## src/rtl/z_tile_writeback_if.sv

```systemverilog
// z_tile_writeback_if: external-memory write-burst bus between the tile
// writeback engine (master) and the memory controller (slave).
`default_nettype none

interface z_tile_writeback_if;
   logic [31:0] mem_addr;
   logic [7:0]  mem_burstcnt;
   logic [31:0] mem_wdata;
   logic        mem_wr;
   logic        mem_waitrequest;

   modport master (
      output mem_addr,
      output mem_burstcnt,
      output mem_wdata,
      output mem_wr,
      input  mem_waitrequest
   );

   modport slave (
      input  mem_addr,
      input  mem_burstcnt,
      input  mem_wdata,
      input  mem_wr,
      output mem_waitrequest
   );
endinterface

`default_nettype wire

```

## src/rtl/z_tile_writeback.sv

```systemverilog
// z_tile_writeback: streams a 32x32 Z tile to memory as 32 row bursts.
// Optional ZWB_CLEAR_AFTER_READ_EN zeroes each tile word once its beat is accepted.
`default_nettype none

module z_tile_writeback #(
   parameter logic [31:0] ROW_STRIDE = 32'd2560
) (
   input  logic               clock,
   input  logic               reset,
   input  logic               start,
   input  logic [31:0]        base_addr,
   output logic [9:0]         zb_rd_addr,
   input  logic [31:0]        zb_rd_data,
   output logic               zb_clr_we,
   output logic [9:0]         zb_clr_addr,
   z_tile_writeback_if.master mem,
   output logic               busy,
   output logic               done
);

   typedef enum logic [1:0] {
      S_IDLE  = 2'd0,
      S_PRIME = 2'd1,
      S_BURST = 2'd2,
      S_DONE  = 2'd3
   } state_t;

   state_t      state_q;
   logic [31:0] fifo_q [2];
   logic        wr_ptr_q;
   logic        rd_ptr_q;
   logic [1:0]  cnt_q;
   logic        rd_vld_q;
   logic [10:0] rd_idx_q;
   logic [9:0]  rd_addr_q;
   logic [4:0]  row_q;
   logic [4:0]  col_q;
   logic [31:0] addr_q;
   logic        busy_q;
   logic        done_q;

   logic        push;
   logic        pop;
   logic        rd_issue;
   logic [2:0]  occ;

   // rd_vld_q marks the read issued last cycle; its word is on zb_rd_data now.
   assign push = rd_vld_q;
   assign pop  = (cnt_q != 2'd0) && !mem.mem_waitrequest;
   assign occ  = {1'b0, cnt_q} + {2'b00, rd_vld_q};

   // A new read lands one cycle after the in-flight one; only issue if the
   // FIFO still has room for it assuming no pop next cycle.
   assign rd_issue = ((state_q == S_PRIME) || (state_q == S_BURST)) &&
                     !rd_idx_q[10] && (occ <= (3'd1 + {2'b00, pop}));

   assign zb_rd_addr       = rd_issue ? rd_idx_q[9:0] : rd_addr_q;
   assign mem.mem_addr     = addr_q;
   assign mem.mem_burstcnt = 8'd32;
   assign mem.mem_wdata    = fifo_q[rd_ptr_q];
   assign mem.mem_wr       = (cnt_q != 2'd0);
   assign busy             = busy_q;
   assign done             = done_q;

   always_ff @(posedge clock) begin
      if (reset) begin
         state_q   <= S_IDLE;
         fifo_q[0] <= 32'd0;
         fifo_q[1] <= 32'd0;
         wr_ptr_q  <= 1'b0;
         rd_ptr_q  <= 1'b0;
         cnt_q     <= 2'd0;
         rd_vld_q  <= 1'b0;
         rd_idx_q  <= 11'd0;
         rd_addr_q <= 10'd0;
         row_q     <= 5'd0;
         col_q     <= 5'd0;
         addr_q    <= 32'd0;
         busy_q    <= 1'b0;
         done_q    <= 1'b0;
      end else begin
         if (rd_issue) begin
            rd_addr_q <= rd_idx_q[9:0];
            rd_idx_q  <= rd_idx_q + 11'd1;
         end
         rd_vld_q <= rd_issue;
         if (push) begin
            fifo_q[wr_ptr_q] <= zb_rd_data;
            wr_ptr_q         <= ~wr_ptr_q;
         end
         if (pop) begin
            rd_ptr_q <= ~rd_ptr_q;
         end
         cnt_q  <= cnt_q + {1'b0, push} - {1'b0, pop};
         done_q <= 1'b0;

         case (state_q)
            S_IDLE: begin
               if (start) begin
                  addr_q   <= base_addr;
                  row_q    <= 5'd0;
                  col_q    <= 5'd0;
                  rd_idx_q <= 11'd0;
                  busy_q   <= 1'b1;
                  state_q  <= S_PRIME;
               end
            end
            S_PRIME: begin
               if (push) begin
                  state_q <= S_BURST;
               end
            end
            S_BURST: begin
               if (pop) begin
                  col_q <= col_q + 5'd1;
                  if (col_q == 5'd31) begin
                     row_q <= row_q + 5'd1;
                     if (row_q != 5'd31) begin
                        addr_q <= addr_q + ROW_STRIDE;
                     end
                  end
                  if ((row_q == 5'd31) && (col_q == 5'd31)) begin
                     done_q  <= 1'b1;
                     state_q <= S_DONE;
                  end
               end
            end
            S_DONE: begin
               busy_q  <= 1'b0;
               state_q <= S_IDLE;
            end
            default: begin
               state_q <= S_IDLE;
            end
         endcase
      end
   end

`ifdef ZWB_CLEAR_AFTER_READ_EN
   logic       clr_we_q;
   logic [9:0] clr_addr_q;

   // Word {row,col} has already left the tile buffer once its beat is accepted.
   always_ff @(posedge clock) begin
      if (reset) begin
         clr_we_q   <= 1'b0;
         clr_addr_q <= 10'd0;
      end else begin
         clr_we_q <= pop;
         if (pop) begin
            clr_addr_q <= {row_q, col_q};
         end
      end
   end

   assign zb_clr_we   = clr_we_q;
   assign zb_clr_addr = clr_addr_q;
`else
   assign zb_clr_we   = 1'b0;
   assign zb_clr_addr = 10'd0;
`endif

endmodule

`default_nettype wire

```

## src/flat_wrapper.sv

```systemverilog
// flat-port wrapper written by rule: the top's interface ports become plain ports
module z_tile_writeback_flat 
#(
   parameter logic [31:0] ROW_STRIDE = 32'd2560
)
  (clock, reset, start, base_addr, zb_rd_addr, zb_rd_data, zb_clr_we, zb_clr_addr, busy, done, mem_mem_addr, mem_mem_burstcnt, mem_mem_wdata, mem_mem_wr, mem_mem_waitrequest);
  z_tile_writeback_if mem_i ();
  input  logic clock;
  input  logic reset;
  input  logic start;
  input  logic [31:0] base_addr;
  output logic [9:0] zb_rd_addr;
  input  logic [31:0] zb_rd_data;
  output logic zb_clr_we;
  output logic [9:0] zb_clr_addr;
  output logic busy;
  output logic done;
  output wire logic [$bits(mem_i.mem_addr)-1:0] mem_mem_addr;
  output wire logic [$bits(mem_i.mem_burstcnt)-1:0] mem_mem_burstcnt;
  output wire logic [$bits(mem_i.mem_wdata)-1:0] mem_mem_wdata;
  output wire logic [$bits(mem_i.mem_wr)-1:0] mem_mem_wr;
  input wire logic [$bits(mem_i.mem_waitrequest)-1:0] mem_mem_waitrequest;
  assign mem_mem_addr = mem_i.mem_addr;
  assign mem_mem_burstcnt = mem_i.mem_burstcnt;
  assign mem_mem_wdata = mem_i.mem_wdata;
  assign mem_mem_wr = mem_i.mem_wr;
  assign mem_i.mem_waitrequest = mem_mem_waitrequest;
  z_tile_writeback #(.ROW_STRIDE(ROW_STRIDE)) u_core (.clock(clock), .reset(reset), .start(start), .base_addr(base_addr), .zb_rd_addr(zb_rd_addr), .zb_rd_data(zb_rd_data), .zb_clr_we(zb_clr_we), .zb_clr_addr(zb_clr_addr), .mem(mem_i), .busy(busy), .done(done));
endmodule
```

## config.mk

```make
export PLATFORM = sky130hd
export DESIGN_NAME = z_tile_writeback_flat
export DESIGN_NICKNAME = d
export VERILOG_FILES = /design/src/rtl/z_tile_writeback_if.sv /design/src/rtl/z_tile_writeback.sv /design/src/flat_wrapper.sv
export SDC_FILE = /design/constraint.sdc
export NUM_CORES = 1
export LEC_CHECK = 0
export CAP_MARGIN = 25
export CORE_ASPECT_RATIO = 0.8
export CORE_MARGIN = 5
export CORE_UTILIZATION = 50
export CTS_CLUSTER_DIAMETER = 50
export DETAILED_ROUTE_END_ITERATION = 6
export MAX_ROUTING_LAYER = met4
export PLACE_DENSITY = 0.81
export SLEW_MARGIN = 25
export SYNTH_ARGS = -nofsm -noshare
export SYNTH_HDL_FRONTEND = slang
export SYNTH_SLANG_ARGS = --single-unit
```

## constraint.sdc

```tcl
create_clock -name clock -period 3.9 [get_ports clock]
set_input_delay 0.78 -clock clock [delete_from_list [all_inputs] [get_ports clock]]
set_output_delay 0.78 -clock clock [all_outputs]
set_load 0.005 [all_outputs]
```

# Yosys cells after proc, flatten, opt, wreduce, memory -nomap -nowiden
# Memories as Yosys holds them, arrays and structs flattened. A register that Yosys moved wholly into a read port is not among the register bits.
# Index checks and enable logic that the tools add are counted.
totals:
  ff_bits: 72
  ram_bits: 64
  in_bits: 68
  out_inout_bits: 96
  memories: 1
mem_list:
  columns: ["name", "depth", "word_bits", "read_ports", "rd_clocked_by_memory_dff", "write_ports", "line", "source"]
  rows:
  - ["u_core.fifo_q", 2, 32, 1, 1, 2, "z_tile_writeback.sv:29", "logic [31:0] fifo_q [2];"]
classes:
  add_sub_neg: 8
  order_cmp: 1
  n_eq_ne: 12
  muxes: 33
  n_bitwise: 4
  reduce_logical: 18
ops:
  columns: ["cell", "n"]
  rows:
  - ["$mux W32", 5]
  - ["$pmux W32 S2", 1]
  - ["$mux W11", 3]
  - ["$add A32 B12 Y32 const B", 1]
  - ["$reduce_or A32 Y1", 1]
  - ["$mux W5", 4]
  - ["$pmux W5 S2", 2]
  - ["$add A11 B1 Y11 const B", 1]
  - ["$mux W1", 11]
  - ["$add A5 B1 Y5 const B", 2]
  - ["$eq A5 B5 Y1 const B", 2]
  - ["$mux W10", 1]
  - ["$mux W2", 4]
  - ["$ne A2 B2 Y1 const B", 4]
  - ["$pmux W2 S4", 1]
  - ["$reduce_and A4 Y1", 2]
  - ["$reduce_bool A2 Y1", 3]
  - ["$ne A5 B5 Y1 const B", 1]
  - ["$reduce_and A5 Y1", 1]
  - ["$eq A2 B2 Y1 const B", 2]
  - ["$logic_and A1 B1 Y1", 4]
  - ["$ne A2 B1 Y1 const B", 2]
  - ["$not A1 Y1", 4]
  - ["$add A2 B1 Y3", 1]
  - ["other kinds (12)", 13]

# Longest topological paths before layout
# Gate-level depths: netlist (run 1).
logic_depth:
  depth_word: 8
  ltp_mapped: 9
  mapped_depth_nobuf: 8

# Worst setup path before layout (run 1)
# No wires, ideal clock.
synth_timing:
  path_kind: "in2out"
  startpoint: "input mem_mem_waitrequest"
  endpoint: "output zb_rd_addr[3]"
  arrival_time_ns: 2.695
  t_required_ns: 3.120
  slack_ns: 0.425
  cell_stages: 7
  path_buffers: 1
  path_cell_list: "o21bai_4 -> inv_1 -> fa_1 -> o31a_1 -> o21ai_2 -> buf_2 -> mux2_2"
synth_between:
  elab_chain_len: 6
synth_lines:
  columns: ["element", "line", "source"]
  rows:
  - ["start, declared", "flat_wrapper.sv:22", "input wire logic [$bits(mem_i.mem_waitrequest)-1:0] mem_mem_waitrequest;"]
  - ["$logic_not A1 Y1", "z_tile_writeback.sv:49", "assign pop = (cnt_q != 2'd0) && !mem.mem_waitrequest;"]
  - ["$logic_and A1 B1 Y1", "z_tile_writeback.sv:49", null]
  - ["named net u_core.pop", "z_tile_writeback.sv:43", "logic pop;"]
  - ["$add A1 B1 Y2", "z_tile_writeback.sv:55", "!rd_idx_q[10] && (occ <= (3'd1 + {2'b00, pop}));"]
  - ["$le A3 B3 Y1", "z_tile_writeback.sv:55", null]
  - ["$logic_and A1 B1 Y1", "z_tile_writeback.sv:55", null]
  - ["$mux W10", "z_tile_writeback.sv:57", "assign zb_rd_addr = rd_issue ? rd_idx_q[9:0] : rd_addr_q;"]
  - ["end, declared", "flat_wrapper.sv:12", "output logic [9:0] zb_rd_addr;"]
# The timed path passes the listed nets, and every way through them passes these cells.

# Final worst setup path (run 1)
layout_timing:
  startpoint: "input mem_mem_waitrequest"
  endpoint: "output zb_rd_addr[4]"
# Same word-level chain as after synthesis.

==> out/metrics.csv, run 1 <==
stage;metric;value;unit
outcome;status;finished clean;
critical_path;crit path cell chain;clkbuf_2 > o21bai_4 > inv_2 > fa_1 > o31a_1 > o21ai_4 > clkbuf_16 > buf_4 > mux2_2 > dlygate4sd2_1;
synth;biggest area consumer among synthesized cells;edfxtp_1;
grt;largest net degree at the start of global routing;39;
grt;initial antenna violation count;1;
critical_path;worst path buffer plus inverter count;5;
critical_path;CP startpoint kind;input port;
clocking;Worst-path clk slew;0.06;ns
route;DRC;0;
timing;post-route minimum period;3.84;ns
floorplan;IO Pins;164;
synth;Area contributors post-synth;edfxtp_1, dfxtp_1, mux2_2;
timing;fin crit share;98.4;%
clocking;TritonCTS clock tree;built;
synth;ys flop type;dfxtp_1;
power_and_ir_drop;Overall Power;0.00609;W
critical_path;crit path to;zb_rd_addr[4];
critical_path;Worst Setup SP;mem_mem_waitrequest;
power_and_ir_drop;VDD IR max;0.000424;V
synth;dominant cell by count in the synthesized netlist;dfxtp_1;
synth;syn avg cell area;10.6;um2
synth;top cell type's share of synthesized area;29.0;%
synth;Commonest cells post-synth;dfxtp_1, nor2_1, and2_1, edfxtp_1, mux2_2;
route;Routed wire per std cell;17.0;um
place;Post-DP Area;8180;um2
clocking;clk sinks;137;
grt;vias in the first global route;5399;
clocking;cts bufs inserted;17;
critical_path;worst path required time;3.12;ns
grt;GRT Resource Usage Total;21.6;%
synth;post-synth cell types;66;
run;total of max-cap violations;0;
synth;Yosys warnings;0;
critical_path;RR Startpoint;u_core.cnt_q[1]$_SDFF_PP0_;
critical_path;r2r endpoint;u_core.rd_idx_q[9]$_SDFF_PP0_;
min_path;hold crit path type;reg -> reg;
clocking;Skew-Pair Late Insertion Delay;0.42;ns
finish;share of post-route cells with drive strength above 1;15.3;%
critical_path;kind of cell adding the most delay to the critical path;compound AO/OA/AOI/OAI gates;
power_and_ir_drop;LEAKAGE;3.39;nW
critical_path;cells on worst reg2reg path;13;
route;DR vias;5285;
timing;fmax;261;MHz
finish;Multi-input gate area;3010;um2
grt;grt ovf;0;
finish;Register Area;3390;um2
finish;Fillers;898;
clocking;CTS Hold Bufs;0;
finish;final instance area;8890;um2
floorplan;starting density of the core;51.3;%
synth;ys async rst share;0;%
floorplan;Die X;139;um
timing;Fin. Hold Viols;0;
place;PortBufs;144;
critical_path;flop2flop setup slack;0.81;ns
synth;Seq/Total Area, Yosys;51.0;%
route;initial DRC count;293;
clocking;Longest Clk Path Bufs;2;
synth;Yosys reg bits;137;
place;Final HPWL DP;11.3;mm
timing;Slew headroom;46.2;%
synth;Post-synth EDFFs;64;
critical_path;CP max FO;4;
route;Pre-antenna DRT Iters;5;
clocking;CTS HTree Levels;4;
clocking;clk root buf;clkbuf_16;
floorplan;core area;12900;um2
timing;Worst Max-Slew Pin Slew;0.804;ns
finish;Layout area overhead;34.2;%
finish;Nets;860;
critical_path;logic depth of the worst path, buffers included;10;
grt;first-pass GRT wire length;26.8;mm
timing;Clock Skew;0.0144;ns
route;DR vias/cell;5.47;
floorplan;die area;15700;um2
critical_path;Slowest cell on crit path;fa_1;
synth;synthesized instance count;628;
timing;max-slew violation count;0;
floorplan;Die H;113;um
route;final wirelength;16.4;mm
critical_path;CP Capture Type;output pin;
floorplan;std cell rows;37;
route;Post-DRT Antenna Nets;0;
critical_path;Critical Path Max Stage Delay;0.45;ns
place;global placement routability congestion;0.889;
timing;final setup vio count;0;
synth;synthesized cell area;6630;um2
critical_path;CP arrival;3.06;ns
critical_path;crit path kind;in -> out;
power_and_ir_drop;Pwr Density;684;nW/um2
==> how the worst min path moves through the flow <==
stage,startpoint,endpoint,slack [ns],depth (start not counted)
finish,u_core.rd_idx_q[10]$_SDFF_PP0_,u_core.rd_idx_q[10]$_SDFF_PP0_,0.48,2
global route,u_core.rd_idx_q[10]$_SDFF_PP0_,u_core.rd_idx_q[10]$_SDFF_PP0_,0.53,2
CTS,u_core.rd_idx_q[10]$_SDFF_PP0_,u_core.rd_idx_q[10]$_SDFF_PP0_,0.48,2
detailed placement,u_core.rd_idx_q[10]$_SDFF_PP0_,u_core.rd_idx_q[10]$_SDFF_PP0_,0.47,2
global placement,u_core.rd_idx_q[10]$_SDFF_PP0_,u_core.rd_idx_q[10]$_SDFF_PP0_,0.46,2
floorplan,u_core.rd_idx_q[10]$_SDFF_PP0_,u_core.rd_idx_q[10]$_SDFF_PP0_,0.44,2
==> logic make-up after synthesis <==
| group | after synthesis | synth area share [%] |
|---|---|---|
| simple gates | 242 | 19.4 |
| flops | 137 | 51.0 |
| compound gates | 108 | 12.0 |
| buf+inv | 65 | 5.06 |
| mux | 46 | 7.74 |
| fa+ha+maj | 15 | 2.94 |
| xor+xnor | 13 | 1.72 |
| other cells | 2 | 0.113 |
==> worst reg2reg max path: stages, from the launching register on <==
cell       delay (ns)
dfxtp_1          0.38
o21bai_4         0.18
inv_2            0.06
fa_1             0.49
nor3b_1          0.38
o21ai_4          0.12
clkbuf_16        0.17
buf_4            0.13
buf_4            0.14
buf_4            0.13
buf_4            0.17
nor4_1           0.38
xnor2_1          0.17
nor2_1           0.06
==> power breakdown <==
group          internal, W  leakage (nW)  total, W  switching [W]
clock              0.00102         0.297   0.00166       0.000639
sequential         0.00182          1.26   0.00206       0.000240
combinational      0.00123          1.83   0.00237        0.00115
==> repair_timing <==
item                       4_1_cts  5_1_grt
setup buffers                    8        1
setup endpoints to repair       10        7
cloned                           1        0
resized for setup               16        8
pin swaps                        3        3
==> cell type report <==
type	count	share of cell area, %
Inverter	11	0.464
Timing Repair Buffer	167	18.3
Tap cell	175	2.46
Clock buffer	17	4.78
Sequential cell	137	38.1
Multi-Input combinational cell	443	33.8
Antenna cell	1	0.0281
Clock inverter	15	2.12
==> routing by layer <==
layer / routed length, um / vias to the layer above / GRT usage, % / share of wire [%]
met3: 1080 / 30 / 5.62 / 6.6
met1: 6940 / 2536 / 26.0 / 42
met5: 0 / - / - / 0
met2: 8130 / 198 / 35.6 / 49
li1: - / 2521 / - / -
met4: 296 / 0 / 7.50 / 1.8
==> cells in the final DEF, fill, tap and decap left out, types with 9 or more instances in the layout <==
cell / n
nor2b_1: 14
buf_4: 21
edfxtp_1: 64
conb_1: 19
clkbuf_16: 18
a22oi_1: 13
inv_1: 9
and2_1: 66
dfxtp_1: 71
nor3_1: 10
clkdlybuf4s50_1: 132
a21oi_1: 23
nand3_1: 14
mux2_2: 42
nor2_1: 67
nand2_1: 31
o21ai_0: 17
ha_1: 13
==> state kept, by name (all words and copies together), names as in the netlist, named ones only <==
| signal | flops |
|---|---|
| u_core.fifo_q | 64 |
| u_core.mem.mem_addr | 32 |
| u_core.rd_idx_q | 11 |
| u_core.rd_addr_q | 10 |
| u_core.col_q | 5 |
| u_core.row_q | 5 |
| u_core.cnt_q | 2 |
| u_core.state_q | 2 |
| u_core.busy | 1 |
| u_core.done | 1 |
| u_core.push | 1 |
| u_core.rd_ptr_q | 1 |
| u_core.wr_ptr_q | 1 |
==> stage by stage <==
step,TNS (ns),utilization (%),setup slack (ns),hold WS (ns),std cells
floorplan,0,-,0.425,0.437,645
global placement,-3.25,63.3,-0.334,0.460,923
detailed placement,-4.28,63.3,-0.434,0.465,923
CTS,0,68.7,0.00627,0.480,964
global route,-0.00986,68.9,-0.00986,0.527,966
finish,0,68.9,0.0617,0.480,966
(Power assumes the default switching activity.)
==> inputs of run 2 (changes only) <==
- CORE_UTILIZATION: 50 -> 54
- PLACE_DENSITY: 0.81 -> 0.86
- clock period: 3.9 -> 4.49 ns (I/O delays scaled with it)
==> out/metrics.csv, run 2 (synthesis results as in run 1) <==
stage;metric;value;unit
timing;Worst Max-Slew Pin Slew;0.830;ns
timing;worst setup margin;0.181;ns
critical_path;Slowest cell on crit path;fa_1;
clocking;cts bufs inserted;17;
finish;diodes inserted;0;
finish;Core Util, Final;72.4;%
power_and_ir_drop;switching power total;0.00171;W
critical_path;worst path required time;3.59;ns
timing;RSZ-0062 raised after global routing;false;
critical_path;CP startpoint kind;input port;
place;Final HPWL DP;11.1;mm
critical_path;CP arrival;3.41;ns
floorplan;die area;14600;um2
grt;initial antenna violation count;0;
floorplan;Die X;134;um
floorplan;std cell rows;36;
critical_path;crit path cell chain;dlygate4sd2_1 > o21bai_4 > inv_1 > fa_1 > o31a_1 > o21ai_2 > bufbuf_16 > mux2_2 > clkdlybuf4s50_1;
timing;Slew headroom;44.7;%
critical_path;CP Capture Type;output pin;
clocking;Longest Clk Path Bufs;2;
power_and_ir_drop;Switching Share;33.0;%
power_and_ir_drop;P_int;0.00347;W
finish;Layout area overhead;32.3;%
clocking;clk root buf;clkbuf_16;
power_and_ir_drop;Pwr Density;590;nW/um2
critical_path;crit path kind;in -> out;
floorplan;core area;12100;um2
power_and_ir_drop;sequential share of power;34.5;%
timing;Fin. Hold Viols;0;
route;DR vias/cell;5.69;
clocking;CTS HTree Levels;4;
grt;vias in the first global route;5356;
timing;fin crit share;96.0;%
route;DRC;0;
min_path;hold crit path type;reg -> reg;
run;total of max-cap violations;0;
critical_path;CP max FO;6;
finish;Reg with most FFs;u_core.fifo_q;
timing;Clock Skew;0.0156;ns
route;final wirelength;16.6;mm
timing;fmax;232;MHz
route;initial DRC count;439;
place;global placement routability congestion;0.865;
finish;share of post-route cells with drive strength above 1;13.3;%
power_and_ir_drop;Clock Power Share;26.7;%
finish;max reg flops;64;
route;DR vias;5317;
outcome;status;finished clean;
grt;grt ovf;0;
timing;post-route minimum period;4.31;ns
floorplan;starting density of the core;54.7;%
finish;commonest non-fill, non-tap cell in the layout;clkdlybuf4s50_1;
clocking;Skew-Pair Late Insertion Delay;0.42;ns
route;Routed wire per std cell;17.7;um
grt;first-pass GRT wire length;26.4;mm
place;PortBufs;144;
finish;commonest non-fill, non-tap cells in the layout;clkdlybuf4s50_1, dfxtp_1, nor2_1;
power_and_ir_drop;VDD IR max;0.000354;V
clocking;CTS Hold Bufs;0;
finish;Nets;852;
timing;final setup vio count;0;
power_and_ir_drop;LEAKAGE;3.31;nW
place;Post-Place Worst Slack;-0.0668;ns
power_and_ir_drop;Comb power frac;38.8;%
grt;GRT Resource Usage Total;23.5;%
clocking;TritonCTS clock tree;built;
critical_path;Critical Path Max Stage Delay;0.50;ns
route;Post-DRT Antenna Nets;0;
timing;max-slew violation count;0;
floorplan;Die H;109;um
grt;largest net degree at the start of global routing;46;
route;Pre-antenna DRT Iters;5;
floorplan;IO Pins;164;
clocking;clk sinks;137;
clocking;Worst-path clk slew;0.05;ns
## run 2: critical path: cells and delay by family
| family | cells | cell delay [ns] |
|---|---|---|
| buffers and inverters | 4 | 1.06 |
| AOI/OAI and AO/OA | 3 | 0.61 |
| adders and majority gates | 1 | 0.50 |
| muxes | 1 | 0.34 |
## run 2: layout make-up
cell class | instances | area [um2]
multi-input cells | 443 | 2990
fillers | 800 | 3350
inverters | 11 | 41.3
clock inverters | 14 | 155
flip-flops and latches | 137 | 3380
repair buffers | 159 | 1580
well taps | 152 | 190
clock buffers | 18 | 429
## run 2: routing by layer
metal | track usage (%) | vias to the layer above | share of wire [%]
li1 | - | 2490 | -
met1 | 28.9 | 2570 | 43
met2 | 38.6 | 232 | 50
met3 | 5.12 | 25 | 6.3
met4 | 8.30 | 0 | 1.5
met5 | - | - | 0
## run 2: metrics by stage
step           TNS (ns)  std cells  hold slack [ns]  power, W  instance area [um2]
6_report              0        934            0.492   0.00518                 8770
5_1_grt               0        934            0.526   0.00544                 8770
2_1_floorplan         0        645            0.437   0.00286                 6690
3_3_place_gp          0        899            0.470   0.00357                 8140
3_5_place_dp     -0.302        899            0.481   0.00368                 8140
4_1_cts               0        933            0.498   0.00517                 8760
## run 2: power groups by stage
stage / Combinational (W) / Clock, W / Sequential, W
global placement: 0.00180 / 0 / 0.00178
CTS: 0.00199 / 0.00140 / 0.00178
floorplan: 0.00111 / 0 / 0.00175
global route: 0.00218 / 0.00146 / 0.00181
detailed placement: 0.00188 / 0 / 0.00180
finish: 0.00201 / 0.00138 / 0.00179
## run 2: repair_timing
action	in CTS	in global routing
gates resized for setup	2	0
setup endpoints to repair	10	0
setup buffers	1	0
## run 2: final timing paths
kind	startpoint	endpoint	slack (ns)	cells after the start
setup / recovery	mem_mem_waitrequest	zb_rd_addr[5]	0.18	9
hold / removal	u_core.busy$_SDFFE_PP0P_	u_core.busy$_SDFFE_PP0P_	0.49	2
setup reg to reg	u_core.state_q[0]$_SDFFE_PP0P_	u_core.mem.mem_addr[29]$_SDFFE_PP0P_	1.72	8
hold reg to reg	u_core.busy$_SDFFE_PP0P_	u_core.busy$_SDFFE_PP0P_	0.49	2
